===== config.mk =====
export PLATFORM = sky130hd
export DESIGN_NAME = hp_bar_ctrl_flat
export DESIGN_NICKNAME = d
export VERILOG_FILES = /design/src/rtl/hp_bar_ctrl_pkg.sv /design/src/rtl/hp_bar_ctrl_if.sv /design/src/rtl/hp_bar_scan.sv /design/src/rtl/hp_bar_ctrl.sv /design/src/flat_wrapper.sv
export SDC_FILE = /design/constraint.sdc
export NUM_CORES = 1
export LEC_CHECK = 0
export ABC_AREA = 1
export BUFFER_PORTS_ARGS = -buffer_cell sky130_fd_sc_hd__buf_2
export CAP_MARGIN = 40
export CORE_AREA = 3 3 125 97
export CTS_CLUSTER_DIAMETER = 200
export DETAILED_ROUTE_END_ITERATION = 6
export DIE_AREA = 0 0 128 100
export SYNTH_ARGS = -nofsm -noshare
export SYNTH_HDL_FRONTEND = slang
export SYNTH_SLANG_ARGS = --single-unit

===== constraint.sdc =====
create_clock -name clock -period 8.3 [get_ports clock]
set_clock_uncertainty 0.05 [all_clocks]
set_input_delay 0.83 -clock clock [delete_from_list [all_inputs] [get_ports clock]]
set_output_delay 0.83 -clock clock [all_outputs]
set_load 0.01 [all_outputs]

===== src/rtl/hp_bar_ctrl_pkg.sv =====
// Shared widths, colours and FSM state encoding for the HP-bar controller.
package hp_pkg;

  localparam int unsigned X_W  = 9;
  localparam int unsigned Y_W  = 8;
  localparam int unsigned HP_W = 9;

  localparam logic [2:0] COL_WHITE = 3'b111;
  localparam logic [2:0] COL_GREEN = 3'b010;

  typedef enum logic [1:0] {
    S_IDLE = 2'd0,
    S_CALC = 2'd1,
    S_DRAW = 2'd2,
    S_FIN  = 2'd3
  } state_t;

endpackage


===== src/rtl/hp_bar_ctrl_if.sv =====
// Request/pixel-stream bundle between a battle sequencer and one HP-bar controller.
interface hp_bar_ctrl_if;
  import hp_pkg::*;

  logic              start;
  logic              heal;
  logic [HP_W-1:0]   amount;
  logic              plot;
  logic [X_W-1:0]    out_x;
  logic [Y_W-1:0]    out_y;
  logic [2:0]        out_colour;
  logic              busy;
  logic              done;
  logic [HP_W-1:0]   hp;
  logic              game_over;

  modport master (
    output start, heal, amount,
    input  plot, out_x, out_y, out_colour, busy, done, hp, game_over
  );

  modport slave (
    input  start, heal, amount,
    output plot, out_x, out_y, out_colour, busy, done, hp, game_over
  );

endinterface


===== src/rtl/hp_bar_scan.sv =====
// Column/row walker: visits every row of each column from first_x to last_x, one pixel per cycle.
module hp_bar_scan
  import hp_pkg::*;
#(
  parameter logic [Y_W-1:0] ROW0 = 8'd119,
  parameter int unsigned    ROWS = 3
) (
  input  logic           clock,
  input  logic           reset,
  input  logic           load,
  input  logic [X_W-1:0] first_x,
  input  logic [X_W-1:0] last_x,
  input  logic           down,
  output logic           valid,
  output logic [X_W-1:0] column,
  output logic [Y_W-1:0] row,
  output logic           last_c
);

  localparam logic [Y_W-1:0] ROW_END = Y_W'(32'(ROW0) + ROWS - 1);

  logic [X_W-1:0] end_x;
  logic           down_q;

  // Final pixel of the span is the bottom row of the end column.
  assign last_c = valid && (column == end_x) && (row == ROW_END);

  // Position counters; column/row hold their last value once the span is done.
  always_ff @(posedge clock) begin
    if (reset) begin
      valid  <= 1'b0;
      column <= '0;
      row    <= '0;
      end_x  <= '0;
      down_q <= 1'b0;
    end else if (load) begin
      valid  <= 1'b1;
      column <= first_x;
      row    <= ROW0;
      end_x  <= last_x;
      down_q <= down;
    end else if (valid) begin
      if (last_c) begin
        valid <= 1'b0;
      end else if (row == ROW_END) begin
        row    <= ROW0;
        column <= down_q ? column - X_W'(1) : column + X_W'(1);
      end else begin
        row <= row + Y_W'(1);
      end
    end
  end

endmodule


===== src/rtl/hp_bar_ctrl.sv =====
// HP register with saturating damage/heal and an incremental bar redraw of the changed span.
module hp_bar_ctrl
  import hp_pkg::*;
#(
  parameter int unsigned    HP_MAX    = 48,
  parameter int unsigned    PX_PER_HP = 2,
  parameter logic [X_W-1:0] BAR_X     = 9'd200,
  parameter logic [Y_W-1:0] BAR_Y     = 8'd119,
  parameter int unsigned    BAR_H     = 3
) (
  input  logic       clock,
  input  logic       reset,
  hp_bar_ctrl_if.slave bus
);

  localparam logic [HP_W-1:0] HP_FULL = HP_W'(HP_MAX);

  if (HP_MAX < 1 || HP_MAX > 511) begin : g_bad_hp_max
    $error("hp_bar_ctrl: HP_MAX must be 1..511");
  end
  if (PX_PER_HP < 1 || HP_MAX * PX_PER_HP > 320 - 32'(BAR_X)) begin : g_bad_width
    $error("hp_bar_ctrl: bar does not fit on screen");
  end
  if (BAR_H < 1 || 32'(BAR_Y) + BAR_H > 240) begin : g_bad_height
    $error("hp_bar_ctrl: bar height out of range");
  end

  state_t          state, next_state;
  logic            busy_d, done_d, scan_load;
  logic            busy_q, done_q, game_over_q, heal_q;
  logic [HP_W-1:0] hp_q, amount_q;
  logic [2:0]      colour_q;

  logic [HP_W:0]   heal_sum;
  logic [HP_W-1:0] new_hp, lo_hp, hi_hp;
  logic [X_W-1:0]  x_lo, x_hi, first_x, last_x;

  logic            scan_valid, scan_last;
  logic [X_W-1:0]  scan_col;
  logic [Y_W-1:0]  scan_row;

  // Saturating HP update and the pixel span it uncovers.
  always_comb begin
    heal_sum = {1'b0, hp_q} + {1'b0, amount_q};
    new_hp   = hp_q;
    if (heal_q) begin
      if (game_over_q)                   new_hp = hp_q;
      else if (heal_sum > {1'b0, HP_FULL}) new_hp = HP_FULL;
      else                               new_hp = heal_sum[HP_W-1:0];
    end else begin
      new_hp = (amount_q >= hp_q) ? '0 : hp_q - amount_q;
    end
    lo_hp   = heal_q ? hp_q : new_hp;
    hi_hp   = heal_q ? new_hp : hp_q;
    x_lo    = BAR_X + X_W'(32'(lo_hp) * PX_PER_HP);
    x_hi    = BAR_X + X_W'(32'(hi_hp) * PX_PER_HP - 1);
    first_x = heal_q ? x_lo : x_hi;
    last_x  = heal_q ? x_hi : x_lo;
  end

  // FSM state register.
  always_ff @(posedge clock) begin
    if (reset) state <= S_IDLE;
    else       state <= next_state;
  end

  // Next-state logic; busy/done are derived from the state being entered so they register cleanly.
  always_comb begin
    next_state = state;
    scan_load  = 1'b0;
    busy_d     = 1'b0;
    done_d     = 1'b0;
    case (state)
      S_IDLE: if (bus.start) next_state = S_CALC;
      S_CALC: begin
        if (new_hp == hp_q) begin
          next_state = S_FIN;
        end else begin
          next_state = S_DRAW;
          scan_load  = 1'b1;
        end
      end
      S_DRAW: if (scan_last) next_state = S_FIN;
      S_FIN:  next_state = S_IDLE;
      default: next_state = S_IDLE;
    endcase
    busy_d = (next_state == S_CALC) || (next_state == S_DRAW);
    done_d = (next_state == S_FIN);
  end

  // Request latch, HP register, sticky game-over and status flags.
  always_ff @(posedge clock) begin
    if (reset) begin
      hp_q        <= HP_FULL;
      game_over_q <= 1'b0;
      heal_q      <= 1'b0;
      amount_q    <= '0;
      colour_q    <= '0;
      busy_q      <= 1'b0;
      done_q      <= 1'b0;
    end else begin
      busy_q <= busy_d;
      done_q <= done_d;
      if (state == S_IDLE && bus.start) begin
        heal_q   <= bus.heal;
        amount_q <= bus.amount;
      end
      if (state == S_CALC) begin
        hp_q     <= new_hp;
        colour_q <= heal_q ? COL_GREEN : COL_WHITE;
        if (new_hp == '0) game_over_q <= 1'b1;
      end
    end
  end

  hp_bar_scan #(
    .ROW0 (BAR_Y),
    .ROWS (BAR_H)
  ) u_scan (
    .clock   (clock),
    .reset   (reset),
    .load    (scan_load),
    .first_x (first_x),
    .last_x  (last_x),
    .down    (!heal_q),
    .valid   (scan_valid),
    .column  (scan_col),
    .row     (scan_row),
    .last_c  (scan_last)
  );

  assign bus.plot       = scan_valid;
  assign bus.out_x      = scan_col;
  assign bus.out_y      = scan_row;
  assign bus.out_colour = colour_q;
  assign bus.busy       = busy_q;
  assign bus.done       = done_q;
  assign bus.hp         = hp_q;
  assign bus.game_over  = game_over_q;

endmodule


===== src/flat_wrapper.sv =====
// flat-port wrapper written by rule: the top's interface ports become plain ports
module hp_bar_ctrl_flat import hp_pkg::*;
#(
  parameter int unsigned    HP_MAX    = 48,
  parameter int unsigned    PX_PER_HP = 2,
  parameter logic [X_W-1:0] BAR_X     = 9'd200,
  parameter logic [Y_W-1:0] BAR_Y     = 8'd119,
  parameter int unsigned    BAR_H     = 3
)
  (clock, reset, bus_start, bus_heal, bus_amount, bus_plot, bus_out_x, bus_out_y, bus_out_colour, bus_busy, bus_done, bus_hp, bus_game_over);
  hp_bar_ctrl_if bus_i ();
  input  logic clock;
  input  logic reset;
  input wire logic [$bits(bus_i.start)-1:0] bus_start;
  input wire logic [$bits(bus_i.heal)-1:0] bus_heal;
  input wire logic [$bits(bus_i.amount)-1:0] bus_amount;
  output wire logic [$bits(bus_i.plot)-1:0] bus_plot;
  output wire logic [$bits(bus_i.out_x)-1:0] bus_out_x;
  output wire logic [$bits(bus_i.out_y)-1:0] bus_out_y;
  output wire logic [$bits(bus_i.out_colour)-1:0] bus_out_colour;
  output wire logic [$bits(bus_i.busy)-1:0] bus_busy;
  output wire logic [$bits(bus_i.done)-1:0] bus_done;
  output wire logic [$bits(bus_i.hp)-1:0] bus_hp;
  output wire logic [$bits(bus_i.game_over)-1:0] bus_game_over;
  assign bus_i.start = bus_start;
  assign bus_i.heal = bus_heal;
  assign bus_i.amount = bus_amount;
  assign bus_plot = bus_i.plot;
  assign bus_out_x = bus_i.out_x;
  assign bus_out_y = bus_i.out_y;
  assign bus_out_colour = bus_i.out_colour;
  assign bus_busy = bus_i.busy;
  assign bus_done = bus_i.done;
  assign bus_hp = bus_i.hp;
  assign bus_game_over = bus_i.game_over;
  hp_bar_ctrl #(.HP_MAX(HP_MAX), .PX_PER_HP(PX_PER_HP), .BAR_X(BAR_X), .BAR_Y(BAR_Y), .BAR_H(BAR_H)) u_core (.clock(clock), .reset(reset), .bus(bus_i));
endmodule

==> metrics.md, run 1 <==
| Metric | Value |
|---|---|
| PostCTS Resize Cnt | `0` |
| Final Max Tran Viols | `0` |
| Sequential fraction of the synthesis area | `24.24%` |
| Synth Flop Type | `dfxtp_1` |
| Area share of the largest cell type after synthesis | `24.24%` |
| Worst setup SP type | `flip-flop` |
| Crit Path Max Fanout | `28` |
| Largest net degree at the start of global routing | `34` |
| Final net count | `768` |
| Synth area leaders | `dfxtp_1, nand2_1, ha_1` |
| Met1 Wirelength | `6.284 mm` |
| Via count | `4519` |
| Vias per cell | `5.267` |
| Top Ports | `46` |
| Req. time, crit path | `8.44 ns` |
| Worst hold path class | `reg2reg` |
| Final hold slack | `0.4108 ns` |
| Max Root-Sink Buffers | `2` |
| DP Area | `0.004747 mm2` |
| Mean Syn Cell Area | `6.512 um2` |
| Syn Std Cell Area | `0.004461 mm2` |
| Crit Path Category | `reg2reg` |
| Diodes inserted | `0` |
| # DRC | `0` |
| Least-Margin Pin Slew | `0.8545 ns` |
| Max transition margin | `42.96%` |
| Tmin final | `4.148 ns` |
| Final Wtd Congestion | `0.9301` |
| Fraction of registers with async set/reset | `0%` |
| Most common library cells after synthesis | `nand2_1, inv_1, nor2_1, o21ai_0, nand3_1` |
| CTS hold repair buffers | `0` |
| IO Port Bufs | `45` |
| DR iter-0 viols | `378` |
| Yosys reg bits | `54` |
| RSZ-0062 raised after global routing | `no` |
| ANT nets after route | `0` |
| Drt total wl | `12.51 mm` |
| CTS Sinks | `54` |
| First-pass GRT wire length | `20.88 mm` |
| Pre-antenna DRT Iters | `6` |
| Number of synthesized flops with an enable pin | `0` |
| Metal3 WL | `879 um` |
| Max Freq | `241.1 MHz` |
| Final core occ | `44.82%` |
| Core area | `0.01090 mm2` |
| Final period util | `49.98%` |
| Crit path DAT | `4.29 ns` |
| Die height | `100 um` |
| Initial Utilization | `40.92%` |
| Worst Setup End Kind | `flip-flop` |
| Synth area leader | `dfxtp_1` |
| Setup violators final | `0` |
| Library cells used by synthesis | `41` |
| Worst Reg2Reg Path Length in Cells | `18` |
| Worst-Skew Late Latency | `0.30 ns` |
| Synth warn | `0` |
| CTS root buffer | `clkbuf_16` |
| DP HPWL | `9.923 mm` |
| Max_cap viols | `0` |
| Post-CTS setup buffers | `0` |
| Hold Vio Cnt, Final | `0` |
| Crit path from | `u_core.heal_q$_SDFFE_PP0P_` |
| CP Capture Point | `u_core.u_scan.column[7]$_SDFFE_PP0P_` |
| Layout cells sized above 1 | `12.81%` |
| Global Route Usage Sum | `20.13%` |
| Num CTS Buffers | `5` |
| TNS Setup | `0 ns` |
| Top metal layer carrying routed signals | `met4` |
| Vias in the first global route | `4262` |
| Worst R2R End | `u_core.u_scan.column[7]$_SDFFE_PP0P_` |
| Most common cell in the netlist | `nand2_1` |
| Syn nets | `735` |
| Cell area after layout | `0.004886 mm2` |
| Drt wl/cell | `14.58 um` |
| CTS tree | `done` |
| Die area | `0.01280 mm2` |
| Num rows | `33` |
| Gr ovfl total | `0` |
| R2R Setup Slk | `4.15 ns` |
| Met2 wire len | `5.191 mm` |
| Area grow syn2layout | `9.537%` |
| RR Startpoint | `u_core.heal_q$_SDFFE_PP0P_` |
| H-tree levels | `2` |
| Fill count | `1195` |
| Width of the die | `128 um` |
| Synth Instances | `685` |
| Clock transition at path regs | `0.07 ns` |
| Initial antenna violation count | `0` |
| Outcome | `complete, no violations` |
area by class of cell:
| cell class | instances | area [um2] | share of cell area, % |
|---|---|---|---|
| timing repair buffer | 46 | 232.7 | 4.763 |
| clock inverter | 2 | 13.76 | 0.2817 |
| sequential | 54 | 1081 | 22.13 |
| multi-input combinational | 521 | 2920 | 59.77 |
| clock buffer | 5 | 125.1 | 2.561 |
| tap | 140 | 175.2 | 3.585 |
| inverter | 90 | 337.8 | 6.914 |
flip-flops by register name (all words and copies together) (netlist names):
name / cells
u_core.amount_q: 9
u_core.bus.busy: 1
u_core.bus.done: 1
u_core.bus.game_over: 1
u_core.bus.hp: 9
u_core.bus.out_colour: 2
u_core.heal_q: 1
u_core.state: 2
u_core.u_scan.column: 9
u_core.u_scan.down_q: 1
u_core.u_scan.end_x: 9
u_core.u_scan.row: 8
u_core.u_scan.valid: 1
stage by stage:
step / worst slack (ns) / cells
finish: 4.152 / 858
global route: 3.683 / 858
CTS: 4.266 / 858
detailed placement: 4.289 / 851
global placement: 4.498 / 851
floorplan: 5.116 / 685
worst min-delay path by stage:
stage | to | from | slack [ns] | cells past startpoint
after floorplan | u_core.u_scan.end_x[5]$_SDFFE_PP0P_ | u_core.u_scan.end_x[5]$_SDFFE_PP0P_ | 0.39 | 2
after global placement | u_core.bus.out_colour[1]$_SDFFE_PP0P_ | u_core.bus.out_colour[1]$_SDFFE_PP0P_ | 0.40 | 2
after detailed placement | u_core.bus.out_colour[1]$_SDFFE_PP0P_ | u_core.bus.out_colour[1]$_SDFFE_PP0P_ | 0.40 | 2
after CTS | u_core.u_scan.end_x[5]$_SDFFE_PP0P_ | u_core.u_scan.end_x[5]$_SDFFE_PP0P_ | 0.41 | 2
after global routing | u_core.u_scan.end_x[5]$_SDFFE_PP0P_ | u_core.u_scan.end_x[5]$_SDFFE_PP0P_ | 0.43 | 2
final | u_core.u_scan.end_x[5]$_SDFFE_PP0P_ | u_core.u_scan.end_x[5]$_SDFFE_PP0P_ | 0.41 | 2
worst max-delay path, stage by stage (launching register included):
cell and delay [ns]:
dfxtp_1 0.88, inv_1 0.63, nor2_1 0.68, inv_1 0.13, nor2_1 0.17, nand2_2 0.09
o21ai_0 0.19, inv_1 0.11, ha_1 0.24, nor2_1 0.14, nand2_1 0.14, nand2_1 0.09
nand2_1 0.07, nand2_1 0.06, nand2_1 0.05, nand3_1 0.11, nand2_1 0.05, nor2_1 0.09
nor2_1 0.05
cell usage in the layout, fill, tap and decap left out, types with 2 or more instances in the layout:
master	n
a21boi_0	2
a21oi_1	45
a21oi_2	3
and2_1	2
buf_2	45
clkbuf_16	5
dfxtp_1	54
fa_1	3
ha_1	34
inv_1	82
inv_2	8
nand2_1	159
nand2_2	5
nand3_1	55
nand3_2	4
nand3b_1	2
nand4_1	10
nor2_1	62
nor2_2	2
nor3_1	5
nor4_1	2
o211ai_1	2
o21ai_0	62
o21ai_1	5
o21ai_2	7
o21bai_1	3
or2_2	5
xnor2_1	10
xor2_1	23
logic make-up (layout without fill, tap and decap cells):
group | Yosys count | in the layout | synth area share [%]
and+or+nand+nor | 317 | 317 | 31.42
adders and majority gates | 37 | 37 | 10.88
buffers and inverters | 110 | 143 | 10.29
DFF | 54 | 54 | 24.24
xor gates and xnor gates | 33 | 33 | 6.480
AOI/OAI and AO/OA | 134 | 134 | 16.69
layer usage:
layer | vias to the layer above | GRT usage [%]
li1 | 2282 | -
met1 | 2062 | 30.01
met2 | 160 | 30.09
met3 | 15 | 4.149
met4 | 0 | 3.915
met5 | - | 0
Power of run 1 is not shown: default switching activity piles up to over one toggle a cycle in this logic, so the estimate is an artifact.
==> run 2, diff against run 1 <==
==> constraint.sdc (replaced) <==
create_clock -name clock -period 3.7 [get_ports clock]
set_clock_uncertainty 0.05 [all_clocks]
set_input_delay 0.37 -clock clock [delete_from_list [all_inputs] [get_ports clock]]
set_output_delay 0.37 -clock clock [all_outputs]
set_load 0.01 [all_outputs]
==> run 2 against run 1 <==
Against the previous run:
- die area stayed put
- worst hold slack worse by 0.13 ns
- global-route usage is 0.067 points higher
- clock-buffer cell count stayed put
- cell count is 2.0% higher
- sequential share of layout area is 0.80 points lower
- utilization is 1.7 points higher
- routed wire length is 4.1% higher
- register-to-register slack worse by 3.9 ns
- first-iteration DRC count is 1.6% lower
- sequential cell count stayed put
- non-clock buffer count is 16 higher
- critical path type unchanged
- critical endpoint is now u_core.bus.busy$_SDFF_PP0_
==> metrics.md, run 2 (same netlist as run 1, synthesis figures left out) <==
| Metric | Value |
|---|---|
| Inst Count DP | `865 (+1.6%)` |
| # DRC | `0 (unchanged)` |
| Hold Vio Cnt, Final | `0 (unchanged)` |
| Vias per cell | `5.280 (+0.25%)` |
| Final Wtd Congestion | `0.9399 (+1.1%)` |
| CTS Sinks | `54 (unchanged)` |
| Num CTS Buffers | `5 (unchanged)` |
| Layout cells sized above 1 | `15.92% (+3.1 points)` |
| Vias in the first global route | `4230 (-0.75%)` |
| Final Max Tran Viols | `0 (unchanged)` |
| Diodes inserted | `0 (unchanged)` |
| Gr ovfl total | `0 (unchanged)` |
| Core area | `0.01090 mm2 (unchanged)` |
| Outcome | `complete, no violations` |
| DP HPWL | `10.38 mm (+4.6%)` |
| Tmin final | `3.426 ns (-0.7222 ns)` |
| Storage cell area | `0.001081 mm2 (unchanged)` |
| Top Ports | `46 (unchanged)` |
| Initial Utilization | `40.92% (unchanged)` |
| Initial antenna violation count | `0 (unchanged)` |
| TNS Setup | `0 ns (unchanged)` |
| Final net count | `784 (+2.1%)` |
| Area of the multi-input gates | `0.002957 mm2 (+1.2%)` |
| Fin cells | `875 (+2.0%)` |
| Worst hold path class | `in2reg` |
| Max Root-Sink Buffers | `2 (unchanged)` |
| Least-Margin Pin Slew | `0.7626 ns (-0.09189 ns)` |
| CTS hold repair buffers | `0 (unchanged)` |
| Drt total wl | `13.02 mm (+4.1%)` |
| IO Port Bufs | `45 (unchanged)` |
| Crit Path Category | `reg2reg` |
| ANT nets after route | `0 (unchanged)` |
| Width of the die | `128 um (unchanged)` |
| First-pass GRT wire length | `20.90 mm (+0.10%)` |
| Crit Path Max Fanout | `7 (-75%)` |
| Worst Reg2Reg Path Length in Cells | `22 (+4)` |
| Area grow syn2layout | `13.66%` |
| Clock transition at path regs | `0.08 ns (about the same)` |
| Drt wl/cell | `14.88 um (+2.1%)` |
| Num rows | `33 (unchanged)` |
| Most common cell after layout, fill and taps aside | `nand2_1` |
| Max Freq | `291.9 MHz (+21%)` |
| Most Crowded Layer GR | `met1` |
| Largest net degree at the start of global routing | `28 (-18%)` |
| Global Route Usage Sum | `20.20% (+0.067 points)` |
| Global-route met3 utilization | `3.617% (-0.53 points)` |
| GR Util met2 | `29.20% (-0.88 points)` |
| Die height | `100 um (unchanged)` |
| Pre-antenna DRT Iters | `5 (-1)` |
| Grt met1 use | `31.12% (+1.1 points)` |
| Worst setup SP type | `flip-flop` |
| Max transition margin | `49.11% (+6.1 points)` |
| Worst-Skew Late Latency | `0.31 ns (about the same)` |
| CTS tree | `done` |
| Req. time, crit path | `3.83 ns (-4.61 ns)` |
| CTS root buffer | `clkbuf_16` |
| Final period util | `92.60% (+43 points)` |
| Setup violators final | `0 (unchanged)` |
| Hold Path Depth | `3 (+1)` |
| H-tree levels | `2 (unchanged)` |
| Die area | `0.01280 mm2 (unchanged)` |
| Max_cap viols | `0 (unchanged)` |
| Fill count | `1178 (-1.4%)` |
| DR iter-0 viols | `372 (-1.6%)` |
| Worst Setup End Kind | `flip-flop` |
| Crit path DAT | `3.56 ns (-0.73 ns)` |
| RSZ-0062 raised after global routing | `no` |
| Most frequent cells in the layout | `nand2_1, inv_1, nor2_1` |
| Via count | `4620 (+2.2%)` |
run 2: path summary, 6_finish.rpt:
| kind | from | to | slack [ns] |
|---|---|---|---|
| setup / recovery | u_core.bus.hp[0]$_SDFFE_PP0P_ | u_core.bus.busy$_SDFF_PP0_ | 0.27 |
| hold / removal | bus_amount[0] | u_core.amount_q[0]$_SDFFE_PP0P_ | 0.28 |
| setup reg to reg | u_core.bus.hp[0]$_SDFFE_PP0P_ | u_core.bus.busy$_SDFF_PP0_ | 0.27 |
| hold reg to reg | u_core.u_scan.end_x[5]$_SDFFE_PP0P_ | u_core.u_scan.end_x[5]$_SDFFE_PP0P_ | 0.41 |
run 2: final cells by class:
cell class | count | share of cell area (%)
clock buffer | 5 | 2.468
clock inverter | 3 | 0.5676
inverter | 90 | 6.663
multi-input combinational | 521 | 58.32
sequential | 54 | 21.32
tap | 140 | 3.455
timing repair buffer | 62 | 7.206
run 2: critical path, stage by stage (launching register included):
cell	delay, ns
dfxtp_1	0.33
buf_4	0.16
inv_1	0.09
ha_1	0.17
inv_1	0.08
fa_1	0.39
inv_1	0.08
o21ai_1	0.13
a21oi_2	0.16
xor2_1	0.18
nand2_1	0.12
nand2_1	0.10
nand2_1	0.09
nand2_1	0.08
nand2_1	0.08
nor2_4	0.15
nand3_2	0.13
nor2_2	0.14
nand2_1	0.08
a22oi_2	0.17
ha_1	0.25
inv_1	0.05
nor2_1	0.03
run 2: layer usage:
| layer | vias up | part of all wire (%) |
|---|---|---|
| li1 | 2310 | - |
| met5 | - | 0 |
| met1 | 2137 | 50 |
| met4 | 0 | 0.80 |
| met2 | 162 | 42 |
| met3 | 11 | 6.9 |
run 2: metrics by stage:
step / hold slack (ns) / setup slack, ns / area, um2 / utilization, %
final: 0.2806 / 0.2737 / 5070 / 46.51
after global routing: 0.3163 / 0.001950 / 5070 / 46.51
after CTS: 0.2879 / 0.03567 / 5006 / 45.93
after detailed placement: 0.4091 / 0.06762 / 4852 / 44.51
after global placement: 0.3938 / 0.1492 / 4852 / 44.51
after floorplan: 0.3874 / 0.5157 / 4461 / -
run 2: repair_timing:
item                       in CTS  in global routing
resized for setup               0                 13
setup buffers                   0                  2
setup endpoints to repair       0                 30
Power of run 2 is left out for the same reason.
==> run 3, diff against run 2 <==
--- a/config.mk
+++ b/config.mk
@@ -12,6 +12,7 @@
 export CTS_CLUSTER_DIAMETER = 200
 export DETAILED_ROUTE_END_ITERATION = 6
 export DIE_AREA = 0 0 128 100
+export RECOVER_POWER = 100
 export SYNTH_ARGS = -nofsm -noshare
 export SYNTH_HDL_FRONTEND = slang
 export SYNTH_SLANG_ARGS = --single-unit
==> run 3 against run 2 <==
Against the previous run:
- worst hold slack gained 0.0011 ns
- utilization decreased by 0.75 points
- sequential cell count unchanged
- first-iteration DRC count grew 3.8%
- routed wire length increased by 0.38%
- critical path type unchanged
==> metrics.md, run 3 (same netlist as run 1, synthesis figures left out) <==
| Metric | Value |
|---|---|
| Outcome | `complete, no violations` |
| Most numerous cell on the critical path | `nand2_1` |
| Initial Utilization | `40.92% (unchanged)` |
| CP max stage delay | `0.39 ns (about the same)` |
| Vias in the first global route | `4230 (unchanged)` |
| Pre-antenna DRT Iters | `5 (unchanged)` |
| TNS Setup | `0 ns (unchanged)` |
| Drt total wl | `13.07 mm (+0.38%)` |
| IO Port Bufs | `45 (unchanged)` |
| Crit path DAT | `3.61 ns (+0.05 ns)` |
| Final Max Tran Viols | `0 (unchanged)` |
| First-pass GRT wire length | `20.90 mm (unchanged)` |
| Num CTS Buffers | `5 (unchanged)` |
| Width of the die | `128 um (unchanged)` |
| Req. time, crit path | `3.88 ns (+0.05 ns)` |
| Max Root-Sink Buffers | `2 (unchanged)` |
| CTS Sinks | `54 (unchanged)` |
| Max_cap viols | `0 (unchanged)` |
| Crit Path Max Fanout | `18 (+11)` |
| Initial antenna violation count | `0 (unchanged)` |
| Gr ovfl total | `0 (unchanged)` |
| Max Freq | `291.6 MHz (about the same)` |
| Layout cells sized above 1 | `10.48% (-5.4 points)` |
| Max transition margin | `51.09% (+2.0 points)` |
| Final Wtd Congestion | `0.9399 (unchanged)` |
| RSZ-0062 raised after global routing | `no` |
| Crit Path Category | `reg2reg` |
| Worst setup SP type | `flip-flop` |
| Num rows | `33 (unchanged)` |
| Diodes inserted | `0 (unchanged)` |
| Most frequent cells in the layout | `nand2_1, inv_1, o21ai_0` |
| Core area | `0.01090 mm2 (unchanged)` |
| # DRC | `0 (unchanged)` |
| DP HPWL | `10.38 mm (unchanged)` |
| Worst hold path class | `in2reg` |
| Clock transition at path regs | `0.08 ns (about the same)` |
| Tmin final | `3.429 ns (+0.003148 ns)` |
| DR iter-0 viols | `386 (+3.8%)` |
| CTS hold repair buffers | `0 (unchanged)` |
| CP top delay family | `simple AND/OR/NAND/NOR gates` |
| Largest net degree at the start of global routing | `28 (unchanged)` |
| H-tree levels | `2 (unchanged)` |
| ANT nets after route | `0 (unchanged)` |
| Area grow syn2layout | `11.84%` |
| Via count | `4615 (-0.11%)` |
| Slowest cell on crit path | `fa_1` |
| CTS root buffer | `clkbuf_16` |
| Least-Margin Pin Slew | `0.7328 ns (-0.02977 ns)` |
| Final net count | `784 (unchanged)` |
| Hold Vio Cnt, Final | `0 (unchanged)` |
| Setup violators final | `0 (unchanged)` |
| CTS tree | `done` |
| Worst Setup End Kind | `flip-flop` |
| Drt wl/cell | `14.94 um (+0.38%)` |
| Global Route Usage Sum | `20.20% (unchanged)` |
| Worst path bufs/invs | `6 (+1)` |
| Crit-path cells | `buf_4, inv_1, ha_1, inv_1, fa_1, inv_1, o21ai_1, a21oi_2, xor2_1, nand2_1, nand2_1, nand2_1, nand2_1, nand2_1, nor2_4, nand3_2, o21ai_4, buf_12, nand2_8, inv_1, nand2_1, a21oi_1` |
| Most common cell after layout, fill and taps aside | `nand2_1` |
| Vias per cell | `5.274 (-0.11%)` |
| Top Ports | `46 (unchanged)` |
| Die height | `100 um (unchanged)` |
| Worst-Skew Late Latency | `0.30 ns (about the same)` |
| Fill count | `1206 (+2.4%)` |
| Final period util | `92.69% (about the same)` |
| Die area | `0.01280 mm2 (unchanged)` |
## run 3: changes by cell type in the layout (fill, tap and decap cells not counted)
cell / delta
buf_2: -24
buf_4: -7
clkbuf_1: +31
inv_1: +2
inv_2: -2
nand2_1: +1
nand2_2: -1
o21ai_0: +7
o21ai_1: -1
o21ai_2: -6
## run 3: metrics by stage
step | hold slack, ns | area (um2) | util (%) | std cells | setup slack, ns
2_1_floorplan | 0.3874 | 4461 | - | 685 | 0.5157
3_3_place_gp | 0.3938 | 4852 | 44.51 | 865 | 0.1492
3_5_place_dp | 0.4091 | 4852 | 44.51 | 865 | 0.06762
4_1_cts | 0.2879 | 5006 | 45.93 | 873 | 0.03567
5_1_grt | 0.3163 | 4989 | 45.76 | 875 | 0.001967
6_report | 0.2817 | 4989 | 45.76 | 875 | 0.2706
## run 3: worst min-delay path, cell delays in order
cell	delay, ns
buf_2	0.07
o21ai_0	0.07
nor2_1	0.08
## run 3: area by class of cell
type                       count  area [um2]  share of cell area [%]
inverter                      90       337.8                   6.772
clock buffer                   5       125.1                   2.508
sequential                    54        1081                   21.67
timing repair buffer          62       309.0                   6.195
multi-input combinational    521        2932                   58.77
tap                          140       175.2                   3.511
clock inverter                 3       28.78                  0.5769
## run 3: per-layer routing
layer / part of all wire (%) / routed length, um / vias up / GRT usage (%)
met5: 0 / 0 / - / 0
met4: 0.75 / 98 / 0 / 4.241
met3: 6.2 / 806 / 11 / 3.617
met2: 42 / 5494 / 147 / 29.20
met1: 51 / 6669 / 2146 / 31.12
li1: - / - / 2311 / -
## run 3: path summary, 6_finish.rpt
path                                                          start                                   end  slack (ns)  cells past startpoint
worst max-delay path                  u_core.bus.hp[0]$_SDFFE_PP0P_  u_core.u_scan.column[8]$_SDFFE_PP0P_        0.27                     22
worst min-delay path                                  bus_amount[0]       u_core.amount_q[0]$_SDFFE_PP0P_        0.28                      3
worst max register to register        u_core.bus.hp[0]$_SDFFE_PP0P_  u_core.u_scan.column[8]$_SDFFE_PP0P_        0.27                     22
worst min register to register  u_core.u_scan.end_x[5]$_SDFFE_PP0P_   u_core.u_scan.end_x[5]$_SDFFE_PP0P_        0.42                      2
## run 3: timing repair
item	4_1_cts	5_1_grt
gates resized for setup	0	13
setup endpoints to repair	0	30
buffers inserted	0	2
Power of run 3 is left out for the same reason.
